**config.mk**
```make
export PLATFORM = sky130hd
export DESIGN_NAME = alu_pipe
export DESIGN_NICKNAME = d
export VERILOG_FILES = /design/src/rtl/alu_pkg.sv /design/src/rtl/alu_shift_mul.sv /design/src/rtl/alu_pipe.sv
export SDC_FILE = /design/constraint.sdc
export NUM_CORES = 1
export LEC_CHECK = 0
export CAP_MARGIN = 10
export CELL_PAD_IN_SITES_DETAIL_PLACEMENT = 1
export CELL_PAD_IN_SITES_GLOBAL_PLACEMENT = 2
export CORE_UTILIZATION = 35
export DETAILED_ROUTE_END_ITERATION = 7
export PLACE_DENSITY = 0.78
export SETUP_SLACK_MARGIN = 0.02
export SYNTH_ARGS = -nofsm -noshare
export SYNTH_HDL_FRONTEND = slang
export SYNTH_SLANG_ARGS = --single-unit
```
**constraint.sdc**
```tcl
create_clock -name clk -period 3.4 [get_ports clk]
set_clock_uncertainty 0.1 [all_clocks]
set_input_delay 0.34 -clock clk [delete_from_list [all_inputs] [get_ports clk]]
set_output_delay 0.34 -clock clk [all_outputs]
set_load 0.01 [all_outputs]
```
**src/rtl/alu_pkg.sv**
```systemverilog
// Shared opcode and state definitions for the handshaked ALU pipeline stage.
package alu_pkg;

    localparam logic [2:0] OP_ADDU = 3'b000;
    localparam logic [2:0] OP_ADDS = 3'b001;
    localparam logic [2:0] OP_SUBU = 3'b010;
    localparam logic [2:0] OP_SUBS = 3'b011;
    localparam logic [2:0] OP_AND  = 3'b100;
    localparam logic [2:0] OP_OR   = 3'b101;
    localparam logic [2:0] OP_XOR  = 3'b110;
    localparam logic [2:0] OP_MULU = 3'b111;

    typedef enum logic [1:0] {
        ST_IDLE = 2'd0,
        ST_MUL  = 2'd1,
        ST_DONE = 2'd2
    } state_e;

endpackage

```
**src/rtl/alu_shift_mul.sv**
```systemverilog
// Iterative shift-add unsigned multiplier: one partial-product step per cycle,
// exactly NUMBITS steps after start, with done_o marking the final step.
module alu_shift_mul
    import alu_pkg::*;
#(
    parameter int NUMBITS = 8
) (
    input  logic                   clk,
    input  logic                   reset,
    input  logic                   start_i,
    input  logic [NUMBITS-1:0]     a_i,
    input  logic [NUMBITS-1:0]     b_i,
    output logic                   done_o,
    output logic [2*NUMBITS-1:0]   product_o
);

    localparam int CNTW = $clog2(NUMBITS + 1);

    logic [2*NUMBITS-1:0] mcand_q;
    logic [NUMBITS-1:0]   mplier_q;
    logic [2*NUMBITS-1:0] product_q;
    logic [CNTW-1:0]      cnt_q;
    logic                 active_q;

    // High during the iterating cycle whose edge performs the last step.
    assign done_o    = active_q && (cnt_q == CNTW'(NUMBITS - 1));
    assign product_o = product_q;

    always_ff @(posedge clk) begin
        if (reset) begin
            mcand_q   <= '0;
            mplier_q  <= '0;
            product_q <= '0;
            cnt_q     <= '0;
            active_q  <= 1'b0;
        end else if (start_i) begin
            mcand_q   <= {{NUMBITS{1'b0}}, a_i};
            mplier_q  <= b_i;
            product_q <= '0;
            cnt_q     <= '0;
            active_q  <= 1'b1;
        end else if (active_q) begin
            if (mplier_q[0]) begin
                product_q <= product_q + mcand_q;
            end
            mcand_q  <= mcand_q << 1;
            mplier_q <= mplier_q >> 1;
            cnt_q    <= cnt_q + CNTW'(1);
            if (done_o) begin
                active_q <= 1'b0;
            end
        end
    end

endmodule

```
**src/rtl/alu_pipe.sv**
```systemverilog
// Handshaked ALU stage: single-cycle add/sub/logic ops plus an iterative
// multiply, with a holding output register on a valid/ready channel.
module alu_pipe
    import alu_pkg::*;
#(
    parameter int NUMBITS = 8
) (
    input  logic               clk,
    input  logic               reset,
    input  logic               in_valid,
    output logic               in_ready,
    input  logic [NUMBITS-1:0] A,
    input  logic [NUMBITS-1:0] B,
    input  logic [2:0]         opcode,
    output logic               out_valid,
    input  logic               out_ready,
    output logic [NUMBITS-1:0] result,
    output logic               carryout,
    output logic               overflow,
    output logic               zero,
    output logic               busy
);

    localparam int MSB = NUMBITS - 1;

    state_e               state_q;
    logic                 out_valid_q;
    logic [NUMBITS-1:0]   result_q;
    logic                 carry_q;
    logic                 ovf_q;
    logic                 zero_q;
    logic                 busy_q;

    logic [NUMBITS:0]     sum_w;
    logic [NUMBITS:0]     diff_w;
    logic [NUMBITS-1:0]   result_d;
    logic                 carry_d;
    logic                 ovf_d;

    logic                 accept;
    logic                 mul_start;
    logic                 mul_done;
    logic [2*NUMBITS-1:0] mul_product;

    // NOTE: in_ready must not look at in_valid, otherwise a source that waits
    // for ready before raising valid forms a combinational loop.
    assign in_ready  = (state_q == ST_IDLE) && (!out_valid_q || out_ready);
    assign accept    = in_valid && in_ready;
    assign mul_start = accept && (opcode == OP_MULU);

    assign sum_w  = {1'b0, A} + {1'b0, B};
    assign diff_w = {1'b0, A} - {1'b0, B};

    // NOTE: blocking assignments here; the signed-overflow terms read result_d
    // after it is set earlier in the same pass, and every output gets a
    // default first so no latch is inferred.
    always_comb begin
        result_d = '0;
        carry_d  = 1'b0;
        ovf_d    = 1'b0;
        unique case (opcode)
            OP_ADDU: begin
                result_d = sum_w[MSB:0];
                carry_d  = sum_w[NUMBITS];
                ovf_d    = sum_w[NUMBITS];
            end
            OP_ADDS: begin
                result_d = sum_w[MSB:0];
                carry_d  = sum_w[NUMBITS];
                ovf_d    = (A[MSB] == B[MSB]) && (result_d[MSB] != A[MSB]);
            end
            OP_SUBU: begin
                result_d = diff_w[MSB:0];
                carry_d  = diff_w[NUMBITS];
                ovf_d    = diff_w[NUMBITS];
            end
            OP_SUBS: begin
                result_d = diff_w[MSB:0];
                carry_d  = diff_w[NUMBITS];
                ovf_d    = (A[MSB] != B[MSB]) && (result_d[MSB] != A[MSB]);
            end
            OP_AND:  result_d = A & B;
            OP_OR:   result_d = A | B;
            OP_XOR:  result_d = A ^ B;
            OP_MULU: result_d = '0;
            default: result_d = '0;
        endcase
    end

    alu_shift_mul #(
        .NUMBITS (NUMBITS)
    ) u_mul (
        .clk       (clk),
        .reset     (reset),
        .start_i   (mul_start),
        .a_i       (A),
        .b_i       (B),
        .done_o    (mul_done),
        .product_o (mul_product)
    );

    always_ff @(posedge clk) begin
        if (reset) begin
            state_q     <= ST_IDLE;
            out_valid_q <= 1'b0;
            result_q    <= '0;
            carry_q     <= 1'b0;
            ovf_q       <= 1'b0;
            zero_q      <= 1'b0;
            busy_q      <= 1'b0;
        end else begin
            if (out_valid_q && out_ready) begin
                out_valid_q <= 1'b0;
            end
            unique case (state_q)
                ST_IDLE: begin
                    if (accept) begin
                        if (opcode == OP_MULU) begin
                            state_q <= ST_MUL;
                            busy_q  <= 1'b1;
                        end else begin
                            result_q    <= result_d;
                            carry_q     <= carry_d;
                            ovf_q       <= ovf_d;
                            zero_q      <= (result_d == '0);
                            out_valid_q <= 1'b1;
                        end
                    end
                end
                ST_MUL: begin
                    if (mul_done) begin
                        state_q <= ST_DONE;
                    end
                end
                ST_DONE: begin
                    // Output register is free: entering MUL required it.
                    result_q    <= mul_product[MSB:0];
                    carry_q     <= 1'b0;
                    ovf_q       <= |mul_product[2*NUMBITS-1:NUMBITS];
                    zero_q      <= (mul_product[MSB:0] == '0);
                    out_valid_q <= 1'b1;
                    busy_q      <= 1'b0;
                    state_q     <= ST_IDLE;
                end
                default: state_q <= ST_IDLE;
            endcase
        end
    end

    assign out_valid = out_valid_q;
    assign result    = result_q;
    assign carryout  = carry_q;
    assign overflow  = ovf_q;
    assign zero      = zero_q;
    assign busy      = busy_q;

endmodule

```
* After elaboration in Yosys (flattened, before gate mapping)
Index checks and enable logic that the tools add are counted.
** Word-level totals
- Word-level logic and storage cells :: 94
- Input port bits :: 23
- Output and inout port bits :: 14
- Flip-flop bits (word level) :: 60
** Operators by class
- Reductions and logical operators :: 23
- Bitwise logic cells :: 3
- Add/subtract/negate cells :: 4
- Multiplexer cells :: 33
- Equal/unequal tests :: 18
** Operator list (number)
- $mux W8 :: 6
- $pmux W8 S6 :: 1
- $add A16 B16 Y16 :: 1
- $logic_not A8 Y1 :: 2
- $pmux W8 S2 :: 1
- $mux W1 :: 14
- $eq A3 B3 Y1 const B :: 4
- $pmux W1 S2 :: 6
- $add A8 B8 Y9 :: 1
- $reduce_and A3 Y1 :: 3
- $sub A8 B8 Y9 :: 1
- $and A8 B8 Y8 :: 1
- $or A8 B8 Y8 :: 1
- $reduce_or A8 Y1 :: 1
- $xor A8 B8 Y8 :: 1
- $logic_and A1 B1 Y1 :: 7
- $eq A3 B2 Y1 const B :: 2
- $mux W2 :: 3
- $ne A2 B2 Y1 const B :: 3
- $reduce_or A2 Y1 :: 3
- $add A4 B1 Y4 const B :: 1
- $eq A4 B3 Y1 const B :: 1
- $pmux W1 S4 :: 1
- $pmux W2 S2 :: 1
- other kinds (12) :: 15

* Depth between registers and ports, before layout
Gate-level depths: netlist (run 1).
- Depth after elaboration :: 7
- Depth in mapped cells :: 10
- Mapped depth without buffers :: 10

* By module
A second synthesis (run 1) with hierarchy kept.
** Second synthesis, totals
- Cells, all modules :: 591
- Area total of the unflattened synthesis :: 4588.2 µm²
** By module, submodules not included
- alu_shift_mul :: area an instance 2523.7 µm², sequential area each 900.9 µm², cells each 308, times used 1
- alu_pipe :: area an instance 2064.5 µm², sequential area each 300.3 µm², cells each 283, times used 1

* Least setup slack after synthesis (run 1)
No wires, ideal clock.
- Kind :: register to register
- Start :: register u_mul.product_q[0] (netlist: u_mul.product_o[0])
- End :: register u_mul.product_q[14] (netlist: u_mul.product_o[14])
- Path buffers :: 0
- Setup time :: 0.062 ns
- Period minus slack after synthesis :: 2.388 ns
- Stages on the path, launching flop included :: 11
- Required time :: 3.238 ns
- Setup slack :: 1.012 ns
- Arrival time :: 2.226 ns
- Path through :: dfxtp_1 -> ha_1 -> inv_1 -> fa_1 -> and2b_4 -> o31a_1 -> o311ai_2 -> a32oi_1 -> a221oi_1 -> or4_1 -> nand3_1
** On the way
- Longest elaborated chain between the ends :: 1
** Ends and longest elaborated chain
- start, declared :: line alu_shift_mul.sv:21 : logic [2*NUMBITS-1:0] product_q;
- start signal, assigned :: line alu_shift_mul.sv:44 : product_q <= product_q + mcand_q;
- $add A16 B16 Y16 :: line alu_shift_mul.sv:44
Every way passes these cells.
A chain may end at the register's enable or synchronous reset.

* Worst setup path in the final report (run 1)
Ends and elaborated chain as after synthesis.

==> flow_summary_export.csv, run 1 <==
group,metric,value,unit
outcome,run_status,"finished, final reports clean",
finish,finish.utilization,0.431,
detailed_routing,drt-vias-per-instance,5.50,
floorplanning,die_y_extent,114,um
detailed_routing,detailedRoute.firstIterationViolations,173,
worst_setup_path,crit_fanout,4,
global_routing,grt_pass1_vias,4115,
worst_setup_path,worst_setup_path_end_kind,"register",
yosys,mean_instance_size_in_the_synthesized_netlist,8.09,um2
global_routing,global_route_wire_length_before_repair,21900,um
sta,fin_crit,2.77,ns
flow_run,cap_viol_max_count,0,
yosys,synth-edff-count,0,
clocking,cts_bufs_inserted,9,
clocking,h_tree_depth,3,
sta,timing.final.crit_share,0.815,
yosys,ys_seq_elements,60,
detailed_routing,detailroute.via_count,4067,
sta,final-max-slew-violation-count,0,
clocking,clk_path_buf_depth,2,
floorplanning,floorplan.die_area,0.0129,mm2
yosys,postSynthNetCount,608,
yosys,netlist_instances,541,
placement,port_buffers,36,
sta,max_freq,0.361,GHz
global_routing,grt_antenna_before_repair,0,
sta,maxSlewHeadroom,0.246,
floorplanning,rows,40,
worst_setup_path,cp_arrival,2.95,ns
finish,final_cell_mix,"sky130_fd_sc_hd__dfxtp_1, sky130_fd_sc_hd__nor2_1, sky130_fd_sc_hd__a21oi_1",
worst_setup_path,rrSetupSlack,0.63,ns
floorplanning,die_x,114,um
yosys,synth_seq_area_share,0.275,
detailed_routing,routed_wirelength,13300,um
worst_setup_path,regToRegEndpoint,"u_mul.product_o[14]",
sta,finalSetupViolations,0,
power_and_ir_drop,power.total,2.11,mW
yosys,post_synthesis_instance_area,0.00437,mm2
detailed_routing,postRouteAntennaNets,0,
placement,post-place-cells,724,
yosys,number_of_warnings_reported_in_the_yosys_synthesis_log,0,
clocking,cts.sinks,60,
global_routing,global_route_usage_over_all_layers,0.221,
worst_setup_path,crit_path_start_kind,"register",
hold_path,holdCritPathClass,"register to register",
finish,final_cell_area,0.00522,mm2
clocking,cts.repair.resized,0,
placement,gp_routability_congestion,0.873,
worst_setup_path,worst_setup_path_startpoint,"u_mul.product_o[0]",
floorplanning,initial_core_util,0.361,
detailed_routing,post_drt_wl_per_cell,18.0,um
yosys,synth-async-reset-ratio,0,
power_and_ir_drop,standby_leakage_power,2.03,nW
clocking,cts_hold_buf,0,
power_and_ir_drop,worst_ir_drop_vdd,0.247,mV
finish,most_common_cell_after_layout_fill_and_taps_aside,"sky130_fd_sc_hd__dfxtp_1",
clocking,clock_tree_root_driver_cell,"sky130_fd_sc_hd__clkbuf_16",
worst_setup_path,timing.critical_path.to,"u_mul.product_o[14]",
floorplanning,io_pins,37,
clocking,path_clk_slew,0.06,ns
placement,estimated_wirelength_of_the_detail_placed_design,10300,um
finish,drive_gt1_frac,0.0717,
sta,measured_slew_at_the_worst_slew_check_pin,1.13,ns
detailed_routing,drt_pass1_iterations,4,
global_routing,grt-ovfl-total,0,
finish,nets,634,
yosys,yosys_most_used_dff,"sky130_fd_sc_hd__dfxtp_1",
global_routing,pin_count_of_the_biggest_net_entering_global_routing,34,
sta,final_sum_of_negative_setup_slack,0,ns
finish,syn_to_final_growth,19.4,%
floorplanning,fp.coreArea,0.0121,mm2
detailed_routing,drc_violations_left,0,
worst_setup_path,criticalPathCategory,"register to register",
yosys,synth.distinct_cells,65,
worst_setup_path,worst_ep_required_time,3.58,ns
power_and_ir_drop,powerDensity,403,mW/mm2
finish,finish.cell_count_without_fillers,740,
sta,rsz0062_at_grt,"false",
worst_setup_path,reg2reg_depth,10,
finish,antenna-diode-count,0,
placement,area_post_placement,0.00490,mm2
worst_setup_path,regToRegStartpoint,"u_mul.product_o[0]",
clocking,tritoncts,"done",
clocking,cts_post_setup_buffers_inserted,0,
clocking,insertion_delay,0.34,ns
sta,report.final.hold_viol_count,0,
[worst min path at each step]
stage                            start            endpoint  slack, ns  depth (start not counted)
detailed placement            carryout            carryout       0.37                          2
CTS                           carryout            carryout       0.37                          2
global route                  carryout            carryout       0.41                          2
floorplan           u_mul.product_o[9]  u_mul.product_o[9]       0.35                          2
finish                        carryout            carryout       0.36                          2
global placement              carryout            carryout       0.34                          2
[flip-flops by register name, indices dropped and copies added, names as in the netlist]
register / flops
busy: 1
zero: 1
result: 8
u_mul.mcand_q: 16
carryout: 1
u_mul.active_q: 1
state_q: 2
out_valid: 1
u_mul.product_o: 16
overflow: 1
u_mul.mplier_q: 8
u_mul.cnt_q: 4
[cell type report]
cell class | count | area [um2]
flip-flops and latches | 60 | 1200
multi-input cells | 419 | 2920
fillers | 1458 | 6890
well taps | 168 | 210
inverters | 30 | 113
clock buffers | 9 | 225
repair buffers | 47 | 455
clock inverters | 7 | 100
[per-layer routing]
metal / wire (um) / share of wire / global-route usage / vias to the layer above
met5: 0 / 0 / 0 / -
met4: 393 / 0.030 / 0.0944 / 0
met3: 377 / 0.028 / 0.0345 / 22
met2: 6140 / 0.46 / 0.352 / 62
met1: 6390 / 0.48 / 0.296 / 1976
li1: - / - / - / 2007
[critical path: stages (launching register included)]
cell and delay [ns]:
sky130_fd_sc_hd__dfxtp_1 0.41, sky130_fd_sc_hd__ha_1 0.22, sky130_fd_sc_hd__inv_1 0.07, sky130_fd_sc_hd__fa_1 0.37, sky130_fd_sc_hd__and2b_4 0.26, sky130_fd_sc_hd__o31a_1 0.19, sky130_fd_sc_hd__o311ai_2 0.14, sky130_fd_sc_hd__a32oi_1 0.31
sky130_fd_sc_hd__a221oi_1 0.14, sky130_fd_sc_hd__or4_1 0.41, sky130_fd_sc_hd__nand3_1 0.09
[Yosys cell counts (3+ instances only)]
library cell               number  area, um2
sky130_fd_sc_hd__o211ai_1       4       30.0
sky130_fd_sc_hd__o221ai_1       3       26.3
sky130_fd_sc_hd__a31oi_1        4       25.0
sky130_fd_sc_hd__a21oi_1       47        235
sky130_fd_sc_hd__o21ai_1        6       30.0
sky130_fd_sc_hd__buf_2          9       45.0
sky130_fd_sc_hd__nand2_1       34        128
sky130_fd_sc_hd__nor3_1        13       65.1
sky130_fd_sc_hd__nand2b_1      17        106
sky130_fd_sc_hd__ha_1          41        513
sky130_fd_sc_hd__inv_1         30        113
sky130_fd_sc_hd__nor2_1        58        218
sky130_fd_sc_hd__a221oi_1       4       35.0
sky130_fd_sc_hd__xnor2_1        8       70.1
sky130_fd_sc_hd__and3_1         4       25.0
sky130_fd_sc_hd__xor2_1         8       70.1
sky130_fd_sc_hd__or4_1          4       30.0
sky130_fd_sc_hd__nand3_1       12       60.1
sky130_fd_sc_hd__o22ai_1        3       18.8
sky130_fd_sc_hd__o31a_1         4       35.0
sky130_fd_sc_hd__and2_1         3       18.8
sky130_fd_sc_hd__o21a_1         8       60.1
sky130_fd_sc_hd__mux2i_1       24        240
sky130_fd_sc_hd__a211oi_1      22        165
sky130_fd_sc_hd__o21bai_1       4       30.0
sky130_fd_sc_hd__o21ai_0       14       70.1
sky130_fd_sc_hd__fa_1           3       60.1
sky130_fd_sc_hd__nor4_1         5       31.3
sky130_fd_sc_hd__dfxtp_1       60       1200
sky130_fd_sc_hd__nand4_1        4       25.0
sky130_fd_sc_hd__clkbuf_1      17       63.8
sky130_fd_sc_hd__a22oi_1        6       45.0
sky130_fd_sc_hd__a21o_1         3       22.5
sky130_fd_sc_hd__nor2b_1        9       56.3
sky130_fd_sc_hd__o31ai_1        4       30.0
[power by group]
part           leakage (nW)  internal (mW)  switching (mW)
Sequential            0.486          0.722          0.0138
Combinational          1.39          0.161           0.214
Clock                 0.154          0.646           0.349
[through the flow]
step / hold WS [ns] / worst slack, ns
2_1_floorplan: 0.349 / 1.01
3_3_place_gp: 0.345 / 0.394
3_5_place_dp: 0.367 / 0.314
4_1_cts: 0.375 / 0.639
5_1_grt: 0.408 / 0.448
6_report: 0.364 / 0.627
[cell families after synthesis]
| kind of cell | Yosys count | share of synthesized area |
|---|---|---|
| AO/OA/AOI/OAI | 158 | 0.248 |
| XOR/XNOR | 16 | 0.0320 |
| adder cells (fa/ha/maj) | 44 | 0.131 |
| buffers and inverters | 62 | 0.0581 |
| flip-flops | 60 | 0.275 |
| multiplexers | 25 | 0.0575 |
| AND/OR/NAND/NOR | 176 | 0.199 |
(Power assumes the default switching activity.)
==> run 2, diff against run 1 <==
==> constraint.sdc (replaced) <==
create_clock -name clk -period 2.9 [get_ports clk]
set_clock_uncertainty 0.1 [all_clocks]
set_input_delay 0.29 -clock clk [delete_from_list [all_inputs] [get_ports clk]]
set_output_delay 0.29 -clock clk [all_outputs]
set_load 0.01 [all_outputs]
==> flow_summary_export.csv, run 2 (same netlist as run 1, synthesis figures left out) <==
group,metric,value,unit
outcome,run_status,"finished, final reports clean",
finish,drive_gt1_frac,0.125,
sta,maxSlewHeadroom,0.620,
sta,timing.final.crit_share,0.912,
global_routing,grt-ovfl-total,0,
floorplanning,die_x,114,um
detailed_routing,drc_violations_left,0,
worst_setup_path,cp_arrival,2.81,ns
hold_path,worst_hold_startpoint,"carryout",
worst_setup_path,regToRegStartpoint,"u_mul.mcand_q[0]",
floorplanning,fp.coreArea,0.0121,mm2
worst_setup_path,criticalPathCategory,"register to register",
worst_setup_path,cpMaxStageDelayCell,"sky130_fd_sc_hd__or4_1",
clocking,cts.repair.resized,0,
power_and_ir_drop,worst_ir_drop_vdd,0.343,mV
sta,max_freq,0.378,GHz
floorplanning,rows,40,
global_routing,pin_count_of_the_biggest_net_entering_global_routing,34,
worst_setup_path,cp_cell_sequence,"ha_1, inv_1, fa_1, and2b_4, o31a_1, o311ai_2, a32oi_2, a221oi_1, or4_1, nand3_1",
detailed_routing,routed_wirelength,13600,um
floorplanning,io_pins,37,
sta,fin_crit,2.65,ns
power_and_ir_drop,standby_leakage_power,2.20,nW
finish,antenna-diode-count,0,
clocking,path_clk_slew,0.06,ns
clocking,tritoncts,"done",
global_routing,grt_pass1_vias,4391,
power_and_ir_drop,powerDensity,461,mW/mm2
clocking,cts.sinks,60,
worst_setup_path,rrSetupSlack,0.25,ns
detailed_routing,post_drt_wl_per_cell,17.5,um
flow_run,cap_viol_max_count,0,
global_routing,global_route.usage.met3,0.0399,
finish,most_common_cell_after_layout_fill_and_taps_aside,"sky130_fd_sc_hd__dfxtp_1",
finish,finish.cell_count_without_fillers,774,
clocking,insertion_delay,0.33,ns
detailed_routing,drt_pass1_iterations,4,
placement,post-place-cells,758,
detailed_routing,detailroute.via_count,4135,
worst_setup_path,crit_fanout,3,
finish,final_cell_mix,"sky130_fd_sc_hd__dfxtp_1, sky130_fd_sc_hd__nor2_1, sky130_fd_sc_hd__a21oi_1",
detailed_routing,detailedRoute.firstIterationViolations,144,
floorplanning,die_y_extent,114,um
worst_setup_path,cpPeakStageDelay,0.41,ns
sta,report.final.hold_viol_count,0,
floorplanning,initial_core_util,0.361,
finish,num-fill-cells,1479,
finish,nets,668,
placement,gp_routability_congestion,0.904,
global_routing,global_route.peak_usage_layer,"met2",
sta,final_sum_of_negative_setup_slack,0,ns
sta,timing.hold.ws,0.358,ns
sta,finalSetupViolations,0,
detailed_routing,postRouteAntennaNets,0,
sta,rsz0062_at_grt,"false",
clocking,clock_tree_root_driver_cell,"sky130_fd_sc_hd__clkbuf_16",
power_and_ir_drop,power.total,2.53,mW
detailed_routing,drt-vias-per-instance,5.34,
clocking,cts_hold_buf,0,
worst_setup_path,reg2reg_depth,10,
sta,final-max-slew-violation-count,0,
worst_setup_path,crit_path_start_kind,"register",
worst_setup_path,worst_setup_path_startpoint,"u_mul.mcand_q[0]",
clocking,cts_bufs_inserted,9,
finish,finish.utilization,0.454,
floorplanning,floorplan.die_area,0.0129,mm2
global_routing,gr-usage-met1,0.281,
worst_setup_path,worst_setup_path_end_kind,"register",
clocking,cts_post_setup_buffers_inserted,0,
global_routing,grt_antenna_before_repair,0,
global_routing,grt_util_met2,0.387,
sta,measured_slew_at_the_worst_slew_check_pin,0.571,ns
worst_setup_path,worst_ep_required_time,3.07,ns
clocking,h_tree_depth,3,
worst_setup_path,regToRegEndpoint,"u_mul.product_o[14]",
hold_path,holdCritPathClass,"register to register",
placement,port_buffers,36,
global_routing,global_route_wire_length_before_repair,22400,um
global_routing,global_route_usage_over_all_layers,0.223,
clocking,clk_path_buf_depth,2,
finish,syn_to_final_growth,25.7,%
worst_setup_path,timing.critical_path.to,"u_mul.product_o[14]",
placement,estimated_wirelength_of_the_detail_placed_design,10700,um
run 2: cell count changes in the layout (fill, tap and decap cells not counted):
cell and change:
sky130_fd_sc_hd__a32oi_1 -1, sky130_fd_sc_hd__a32oi_2 +1, sky130_fd_sc_hd__buf_4 +34, sky130_fd_sc_hd__clkbuf_8 +2, sky130_fd_sc_hd__clkinv_2 -1, sky130_fd_sc_hd__inv_8 -1
run 2: worst max-delay path, delay by kind of cell, from the launching register on:
family,cells,cell delay (ns)
flops,1,0.38
buf+inv,1,0.06
simple gates,3,0.77
compound gates,4,0.68
fa+ha+maj,2,0.58
run 2: worst min-delay path by stage:
stage | cells past startpoint | slack [ns] | end
final | 2 | 0.36 | carryout
after global routing | 2 | 0.40 | carryout
after CTS | 2 | 0.36 | carryout
after detailed placement | 2 | 0.36 | carryout
after global placement | 2 | 0.34 | carryout
after floorplan | 2 | 0.33 | u_mul.mcand_q[0]
run 2: per-layer routing:
metal | share of wire | vias up
li1 | - | 2080
met1 | 0.47 | 2000
met2 | 0.49 | 43
met3 | 0.025 | 12
met4 | 0.014 | 0
met5 | 0 | -
run 2: area by class of cell:
| class | instances | area (um2) | share of cell area |
|---|---|---|---|
| clock buffers | 11 | 253 | 0.0460 |
| inverters | 30 | 113 | 0.0205 |
| multi-input cells | 419 | 2930 | 0.532 |
| clock inverters | 5 | 83.8 | 0.0152 |
| well taps | 168 | 210 | 0.0382 |
| flip-flops and latches | 60 | 1200 | 0.218 |
| repair buffers | 81 | 711 | 0.129 |
run 2: where the power goes:
group	internal (mW)	switching, mW
logic	0.221	0.258
registers	0.847	0.0162
clock network	0.800	0.392
run 2: metrics by stage:
step | cell area (um2) | worst slack [ns]
6_report | 5500 | 0.255
5_1_grt | 5500 | 0.0996
4_1_cts | 5490 | 0.209
2_1_floorplan | 4370 | 0.512
3_5_place_dp | 5150 | -0.0247
3_3_place_gp | 5150 | 0.0261
==> run 3, diff against run 2 <==
--- a/config.mk
+++ b/config.mk
@@ -9,6 +9,7 @@
 export CELL_PAD_IN_SITES_DETAIL_PLACEMENT = 1
 export CELL_PAD_IN_SITES_GLOBAL_PLACEMENT = 2
 export CORE_UTILIZATION = 35
+export CTS_CLUSTER_SIZE = 8
 export DETAILED_ROUTE_END_ITERATION = 7
 export PLACE_DENSITY = 0.78
 export SETUP_SLACK_MARGIN = 0.02
==> results of run 3 <==
Same layout as run 2: the final DEF is identical, and so are final timing and power.
